[src/rtl/z_writeback_stage_pkg.sv]
// Shared CPU definitions for the Z writeback stage: FSM encoding and data width.
`default_nettype none

package z_writeback_stage_pkg;

  localparam int DEFAULT_DATA_W = 32;

  typedef enum logic [1:0] {
    ST_IDLE  = 2'b00,
    ST_WB_LO = 2'b01,
    ST_WB_HI = 2'b10
  } wb_state_e;

endpackage

`default_nettype wire

[src/rtl/z_writeback_stage_reg_nbit.sv]
// reg_nbit: enable-load register with asynchronous active-low clear.
`default_nettype none

module reg_nbit #(
  parameter int WIDTH = 32
) (
  input  logic             clock,
  input  logic             clear,
  input  logic             en,
  input  logic [WIDTH-1:0] d,
  output logic [WIDTH-1:0] q
);

  logic [WIDTH-1:0] q_q;
  logic [WIDTH-1:0] q_d;

  always_comb begin
    q_d = en ? d : q_q;
  end

  always_ff @(posedge clock or negedge clear) begin
    if (!clear) begin
      q_q <= '0;
    end else begin
      q_q <= q_d;
    end
  end

  assign q = q_q;

endmodule

`default_nettype wire

[src/rtl/z_writeback_stage.sv]
// z_writeback_stage: captures the 64-bit ALU result into Z, registers branch flags,
// drives Z onto the bus, and sequences MUL/DIV results into LO then HI.
`default_nettype none

module z_writeback_stage
  import z_writeback_stage_pkg::*;
#(
  parameter int DATA_W = DEFAULT_DATA_W
) (
  input  logic                clock,
  input  logic                clear,
  input  logic                Zin,
  input  logic [2*DATA_W-1:0] C,
  input  logic                is_muldiv,
  input  logic                ZLowout,
  input  logic                ZHighout,
  output logic [DATA_W-1:0]   zbus_out,
  output logic [DATA_W-1:0]   LO,
  output logic [DATA_W-1:0]   HI,
  output logic                lo_we,
  output logic                hi_we,
  output logic                busy,
  output logic                z_valid,
  output logic                cond_zero,
  output logic                cond_neg,
  output logic                zin_drop
);

  wb_state_e         state_q, state_d;
  logic [DATA_W-1:0] z_lo, z_hi;
  logic              capture;
  logic              z_valid_q, z_valid_d;
  logic              cond_zero_q, cond_zero_d;
  logic              cond_neg_q, cond_neg_d;
  logic              zin_drop_q, zin_drop_d;

  // Capture only from IDLE; a strobe during writeback is dropped, never queued.
  assign capture = (state_q == ST_IDLE) && Zin;

  always_ff @(posedge clock or negedge clear) begin
    if (!clear) begin
      state_q <= ST_IDLE;
    end else begin
      state_q <= state_d;
    end
  end

  always_comb begin
    state_d = state_q;
    case (state_q)
      ST_IDLE:  if (Zin && is_muldiv) state_d = ST_WB_LO;
      ST_WB_LO: state_d = ST_WB_HI;
      ST_WB_HI: state_d = ST_IDLE;
      default:  state_d = ST_IDLE;
    endcase
  end

  always_comb begin
    busy  = (state_q != ST_IDLE);
    lo_we = (state_q == ST_WB_LO);
    hi_we = (state_q == ST_WB_HI);
  end

  always_comb begin
    z_valid_d   = z_valid_q;
    cond_zero_d = cond_zero_q;
    cond_neg_d  = cond_neg_q;
    zin_drop_d  = zin_drop_q;
    if (capture) begin
      z_valid_d   = 1'b1;
      cond_zero_d = (C[DATA_W-1:0] == '0);
      cond_neg_d  = C[DATA_W-1];
    end
    if (Zin && busy) begin
      zin_drop_d = 1'b1;
    end
  end

  always_ff @(posedge clock or negedge clear) begin
    if (!clear) begin
      z_valid_q   <= 1'b0;
      cond_zero_q <= 1'b0;
      cond_neg_q  <= 1'b0;
      zin_drop_q  <= 1'b0;
    end else begin
      z_valid_q   <= z_valid_d;
      cond_zero_q <= cond_zero_d;
      cond_neg_q  <= cond_neg_d;
      zin_drop_q  <= zin_drop_d;
    end
  end

  assign z_valid   = z_valid_q;
  assign cond_zero = cond_zero_q;
  assign cond_neg  = cond_neg_q;
  assign zin_drop  = zin_drop_q;

  reg_nbit #(.WIDTH(DATA_W)) u_z_low (
    .clock(clock), .clear(clear), .en(capture), .d(C[DATA_W-1:0]), .q(z_lo)
  );

  reg_nbit #(.WIDTH(DATA_W)) u_z_high (
    .clock(clock), .clear(clear), .en(capture), .d(C[2*DATA_W-1:DATA_W]), .q(z_hi)
  );

  reg_nbit #(.WIDTH(DATA_W)) u_lo (
    .clock(clock), .clear(clear), .en(lo_we), .d(z_lo), .q(LO)
  );

  reg_nbit #(.WIDTH(DATA_W)) u_hi (
    .clock(clock), .clear(clear), .en(hi_we), .d(z_hi), .q(HI)
  );

  // ZLowout wins if the control unit ever asserts both selects.
  always_comb begin
    zbus_out = '0;
    if (ZLowout) begin
      zbus_out = z_lo;
    end else if (ZHighout) begin
      zbus_out = z_hi;
    end
  end

endmodule

`default_nettype wire

[config.mk]
export PLATFORM = sky130hd
export DESIGN_NAME = z_writeback_stage
export DESIGN_NICKNAME = d
export VERILOG_FILES = /design/src/rtl/z_writeback_stage_pkg.sv /design/src/rtl/z_writeback_stage_reg_nbit.sv /design/src/rtl/z_writeback_stage.sv
export SDC_FILE = /design/constraint.sdc
export NUM_CORES = 1
export LEC_CHECK = 0
export ABC_AREA = 1
export CORE_MARGIN = 2
export CORE_UTILIZATION = 45
export CTS_BUF_LIST = sky130_fd_sc_hd__clkbuf_8 sky130_fd_sc_hd__clkbuf_16
export DETAILED_ROUTE_END_ITERATION = 6
export GPL_TIMING_DRIVEN = 0
export PLACE_DENSITY = 0.76
export SLEW_MARGIN = 10
export SYNTH_ARGS = -nofsm -noshare
export SYNTH_HDL_FRONTEND = slang
export SYNTH_HIERARCHICAL = 1
export SYNTH_SLANG_ARGS = --single-unit
export TNS_END_PERCENT = 10
[constraint.sdc]
create_clock -name clock -period 1.55 [get_ports clock]
set_input_delay 0.2325 -clock clock [delete_from_list [all_inputs] [get_ports clock]]
set_output_delay 0.2325 -clock clock [all_outputs]
set_load 0.02 [all_outputs]
==> results of run 1 <==
## cell families after synthesis
family / Yosys count / synth area share
simple gates: 521 / 0.367
buf+inv: 47 / 0.0887
compound gates: 3 / 0.00343
flops: 134 / 0.541
## worst max-delay path by stage
stage,to,cells after the start,from
6_report,zbus_out[5],3,u_z_high/q[5]$_DFFE_PN0P_
5_1_grt,zbus_out[31],3,u_z_high/q[31]$_DFFE_PN0P_
4_1_cts,hi_we,3,state_q[1]$_DFFE_PN0P_
3_5_place_dp,zbus_out[8],5,ZHighout
3_3_place_gp,u_lo/q[17]$_DFFE_PN0P_,1,clear
2_1_floorplan,u_lo/q[0]$_DFFE_PN0P_,7,state_q[0]$_DFFE_PN0P_
## worst reg2reg max path, delay by kind of cell, from the launching register on
| family | cells | cell delay, ns |
|---|---|---|
| buffers and inverters | 4 | 0.46 |
| DFF | 1 | 0.41 |
| and+or+nand+nor | 4 | 0.35 |
## through the flow
step | utilization | cell area, sq um
2_1_floorplan | - | 6200
3_3_place_gp | 0.609 | 8140
3_5_place_dp | 0.612 | 8160
4_1_cts | 0.646 | 8620
5_1_grt | 0.640 | 8550
6_report | 0.640 | 8550
## what timing repair did
action,4_1_cts,5_1_grt
endpoints found under the hold margin,48,0
hold buffers,1,0
resized for setup,125,44
setup buffers,0,1
endpoints found under the setup margin,103,32
## area by class of cell
class | instances | area [sq um]
Buffer | 38 | 482
Clock buffer | 19 | 453
Clock inverter | 10 | 95.1
Fill cell | 1223 | 4800
Inverter | 9 | 68.8
Multi-Input combinational cell | 524 | 2310
Sequential cell | 134 | 3350
Tap cell | 176 | 220
Timing Repair Buffer | 174 | 1560
## flip-flops by register name, summed over array words and instances (netlist names)
name	flops
u_lo/q	32
cond_neg	1
zin_drop	1
u_hi/q	32
z_valid	1
u_z_low/q	32
u_z_high/q	32
cond_zero	1
state_q	2
## per-layer routing
metal  wire, um  vias to the layer above  track usage
met2       7590                      137        0.370
met5          0                        -            0
met1       6990                     2304        0.297
li1           -                     2531            -
met4        222                        0       0.0776
met3        880                       18       0.0555
## power by group through the flow
| stage | clock network, mW | registers, mW | logic [mW] |
|---|---|---|---|
| after floorplan | 0 | 5.27 | 1.23 |
| after global placement | 0 | 4.81 | 3.43 |
| after detailed placement | 0 | 4.82 | 3.50 |
| after CTS | 3.81 | 4.76 | 3.12 |
| after global routing | 3.99 | 4.84 | 3.35 |
| final | 3.74 | 4.76 | 3.06 |
## layout by cell type, fill, tap and decap left out, types with 2 or more instances in the layout
master / instances
sky130_fd_sc_hd__nand2_1: 419
sky130_fd_sc_hd__dfrtp_1: 133
sky130_fd_sc_hd__dlygate4sd2_1: 70
sky130_fd_sc_hd__clkdlybuf4s50_1: 66
sky130_fd_sc_hd__nand2_2: 41
sky130_fd_sc_hd__nand3_2: 30
sky130_fd_sc_hd__nor2_1: 22
sky130_fd_sc_hd__clkbuf_2: 19
sky130_fd_sc_hd__clkbuf_16: 17
sky130_fd_sc_hd__buf_6: 16
sky130_fd_sc_hd__clkbuf_8: 14
sky130_fd_sc_hd__clkdlybuf4s15_1: 10
sky130_fd_sc_hd__inv_1: 7
sky130_fd_sc_hd__buf_2: 6
sky130_fd_sc_hd__inv_8: 4
sky130_fd_sc_hd__buf_12: 4
sky130_fd_sc_hd__buf_8: 3
sky130_fd_sc_hd__nand3_1: 3
sky130_fd_sc_hd__buf_4: 2
sky130_fd_sc_hd__inv_4: 2
sky130_fd_sc_hd__nor2_2: 2
sky130_fd_sc_hd__inv_2: 2
sky130_fd_sc_hd__bufinv_16: 2
sky130_fd_sc_hd__clkdlybuf4s15_2: 2
==> results, run 1 <==
- The path category of the worst min-delay check is in2async.
- The final critical-path required period is between 1 and 1.5 ns.
- The source of the worst register-to-register timing path is state_q[1]$_DFFE_PN0P_.
- In the routed layout, each cell is associated on average with a via count of roughly 4.6.
- At the end of routability-driven placement, the weighted congestion stood at just over 0.8.
- Yosys mapped a number of flops with a built-in enable equal to 0.
- In this run the vertical extent of the chip is approximately 120 um.
- The aggregate global-route resource usage is 0.227.
- Of all cell types, the one taking the most synthesized area is sky130_fd_sc_hd__dfrtp_1.
- The flow ran to the end, and the final reports show no timing, DRC or antenna violations.
- The worst clock skew on the final layout is around 0.0059 ns.
- STA classifies the critical path endpoint as an output pin.
- The number of DRC markers in iteration 0 is ~240.
- The via count of the first global-routing pass is between 4000 and 5000.
- Entering global routing, the biggest net connects 87 pins.
- The wire length per cell after detailed routing is approximately 14 um.
- On the worst path, the slowest cell contributes a delay of 0.39 ns.
- In this run the core area contains 42 standard-cell rows.
- The initial antenna violation count came to 0.
- The worst-case IR drop observed on VDD is 0.778 mV.
- The internal portion of the total power is just under 8 mW.
- After synthesis, the netlist uses 23 different library cells.
- The number of clock buffers added by TritonCTS is 17.
- The area share of the leading cell type in the synthesized netlist is 0.541.
- In this run, placement finished with an instance count of about 1100.
- Power spread over the standard cell area amounts to about 1400 nW/um^2.
- Final hold analysis gives a worst-case slack of 0.341 ns.
- During placement, the flow inserted port buffers numbering 171.
- Averaged over all synthesized cells, the footprint is roughly 8.8 sq um.
- The static leakage is ~4.6 nW.
- The count of antenna diodes in the layout is 0.
- The number of slew-limit violations in the final report is 0.
- The post-layout instance count excluding filler cells is around 1100.
- After clock tree synthesis, the clock-pin slew on the worst setup and hold paths is roughly 0.05 ns.
- The initial standard-cell utilization of the core is 0.465.
- The final period utilization is 0.963.
- The clock sink total is 134.
- Among all stages on the critical path, the largest delay is contributed by sky130_fd_sc_hd__dfrtp_1.
- The reported max-cap violation count is 0.
- The number of nets in the layout is 968.
- The summed instance area of the synthesized netlist is between 6000 and 7000 sq um.
- The count of warnings emitted by yosys is 6.
- Detailed routing inserted a total of about 5000 vias.
- The post-synthesis net count is 775.
- The accumulated negative setup slack is 0 ns.
- The number of hold violations in the final report is 0.
- The final count of negative-setup-slack endpoints is 0.
- Across all register-to-register paths, the minimum setup slack is 0.22 ns.
- The clock passes through at most 2 buffers.
- The net switching fraction of the power is 0.322.
- The most repeated cell in the gate-level netlist after synthesis is sky130_fd_sc_hd__nand2_1.
- In the final layout, the share of cells above drive strength 1 is 0.192.
- In this run the power spent charging and discharging nets is about 3.7 mW.
- Clock latency on the worst-skew pair, taken at its later pin, is between 0.4 and 0.5 ns.
- Sorting the synthesized cells by how often they occur yields sky130_fd_sc_hd__nand2_1 (419), sky130_fd_sc_hd__dfrtp_1 (134), sky130_fd_sc_hd__nand2_2 (41).
- The worst setup path is launched from a register.
- The number of antenna-violating nets in the routed design is 0.
- In this run, synthesis produced a sequential element count of between 100 and 150.
- The endpoint identified for the worst register-to-register timing path is u_z_high/q[15]$_DFFE_PN0P_.
- The pre-antenna-repair detailed-routing pass consisted of 4 iterations.
- The cell family contributing the most delay on the critical path is flip-flops.
- The area growth from synthesis to layout is 37.8%.
- Together, buffers and inverters on the worst path number 1.
- Yosys attributes the largest share of cell area to sky130_fd_sc_hd__dfrtp_1 (54%), sky130_fd_sc_hd__nand2_1 (25%), sky130_fd_sc_hd__nand3_2 (4.8%).
- The CTS tree is yes.
- The first global-routing pass estimated about 26000 um of wire.
- Along the worst path, the maximum fanout reaches 3.
- The sequential fraction of design power is 0.412.
- In this run the clock root is driven by a sky130_fd_sc_hd__clkbuf_16.
- STA puts the critical path data arrival time at between 1 and 1.5 ns.
- The number of instances in the synthesized netlist is just over 700.
- CTS built an H-tree with a depth of 4.
- For this run, asynchronously set or reset flops after synthesis account for 1.00.
- The share of the Yosys chip area taken by registers is 0.541.
- The share of total power dissipated in combinational logic is 0.265.
- The data required time at the worst endpoint is 1.32 ns.
- The critical path goes through nand3_2 > nand2_1 > clkdlybuf4s15_1.
- The flip-flop cell with the highest count after synthesis is sky130_fd_sc_hd__dfrtp_1.
- Summed over all layers, the global routing overflow is 0.
- The clock group share of total power is 0.323.
- The die covers roughly 15000 sq um.
- The die boundary width is around 120 um.
- The total half-perimeter wirelength after legalization and detailed placement is roughly 12000 um.
- Timing would allow up to around 670 MHz.
- The number of cells on the worst reg-to-reg path is 8.
- After detailed routing, the total wire length is 15700 um.
- The standard cell core area is ~13000 sq um.
- The worst path setup slack after routing is 0.0569 ns.
- The total power is 11.6 mW.
- The headroom to the max-slew limit is 0.683.
- The remaining design rule violation count is 0.
- The worst setup path is of the reg2out kind.
- Setup repair after global routing left no endpoint under its margin.
- Pin placement for this block handled around 170 I/O pins.
- The slew at the pin closest to its max-slew limit is 0.476 ns.
- Timing analysis after detailed placement gives a worst setup slack of -0.602 ns.
No activity file was read; power rests on OpenSTA's default activity.
==> inputs of run 2 (changes only) <==
--- a/config.mk
+++ b/config.mk
@@ -9,6 +9,7 @@
 export CORE_MARGIN = 2
 export CORE_UTILIZATION = 45
 export CTS_BUF_LIST = sky130_fd_sc_hd__clkbuf_8 sky130_fd_sc_hd__clkbuf_16
+export CTS_CLUSTER_DIAMETER = 100
 export DETAILED_ROUTE_END_ITERATION = 6
 export GPL_TIMING_DRIVEN = 0
 export PLACE_DENSITY = 0.76
==> results of run 2 <==
No change in the layout: final DEF, timing and power equal those of run 1.
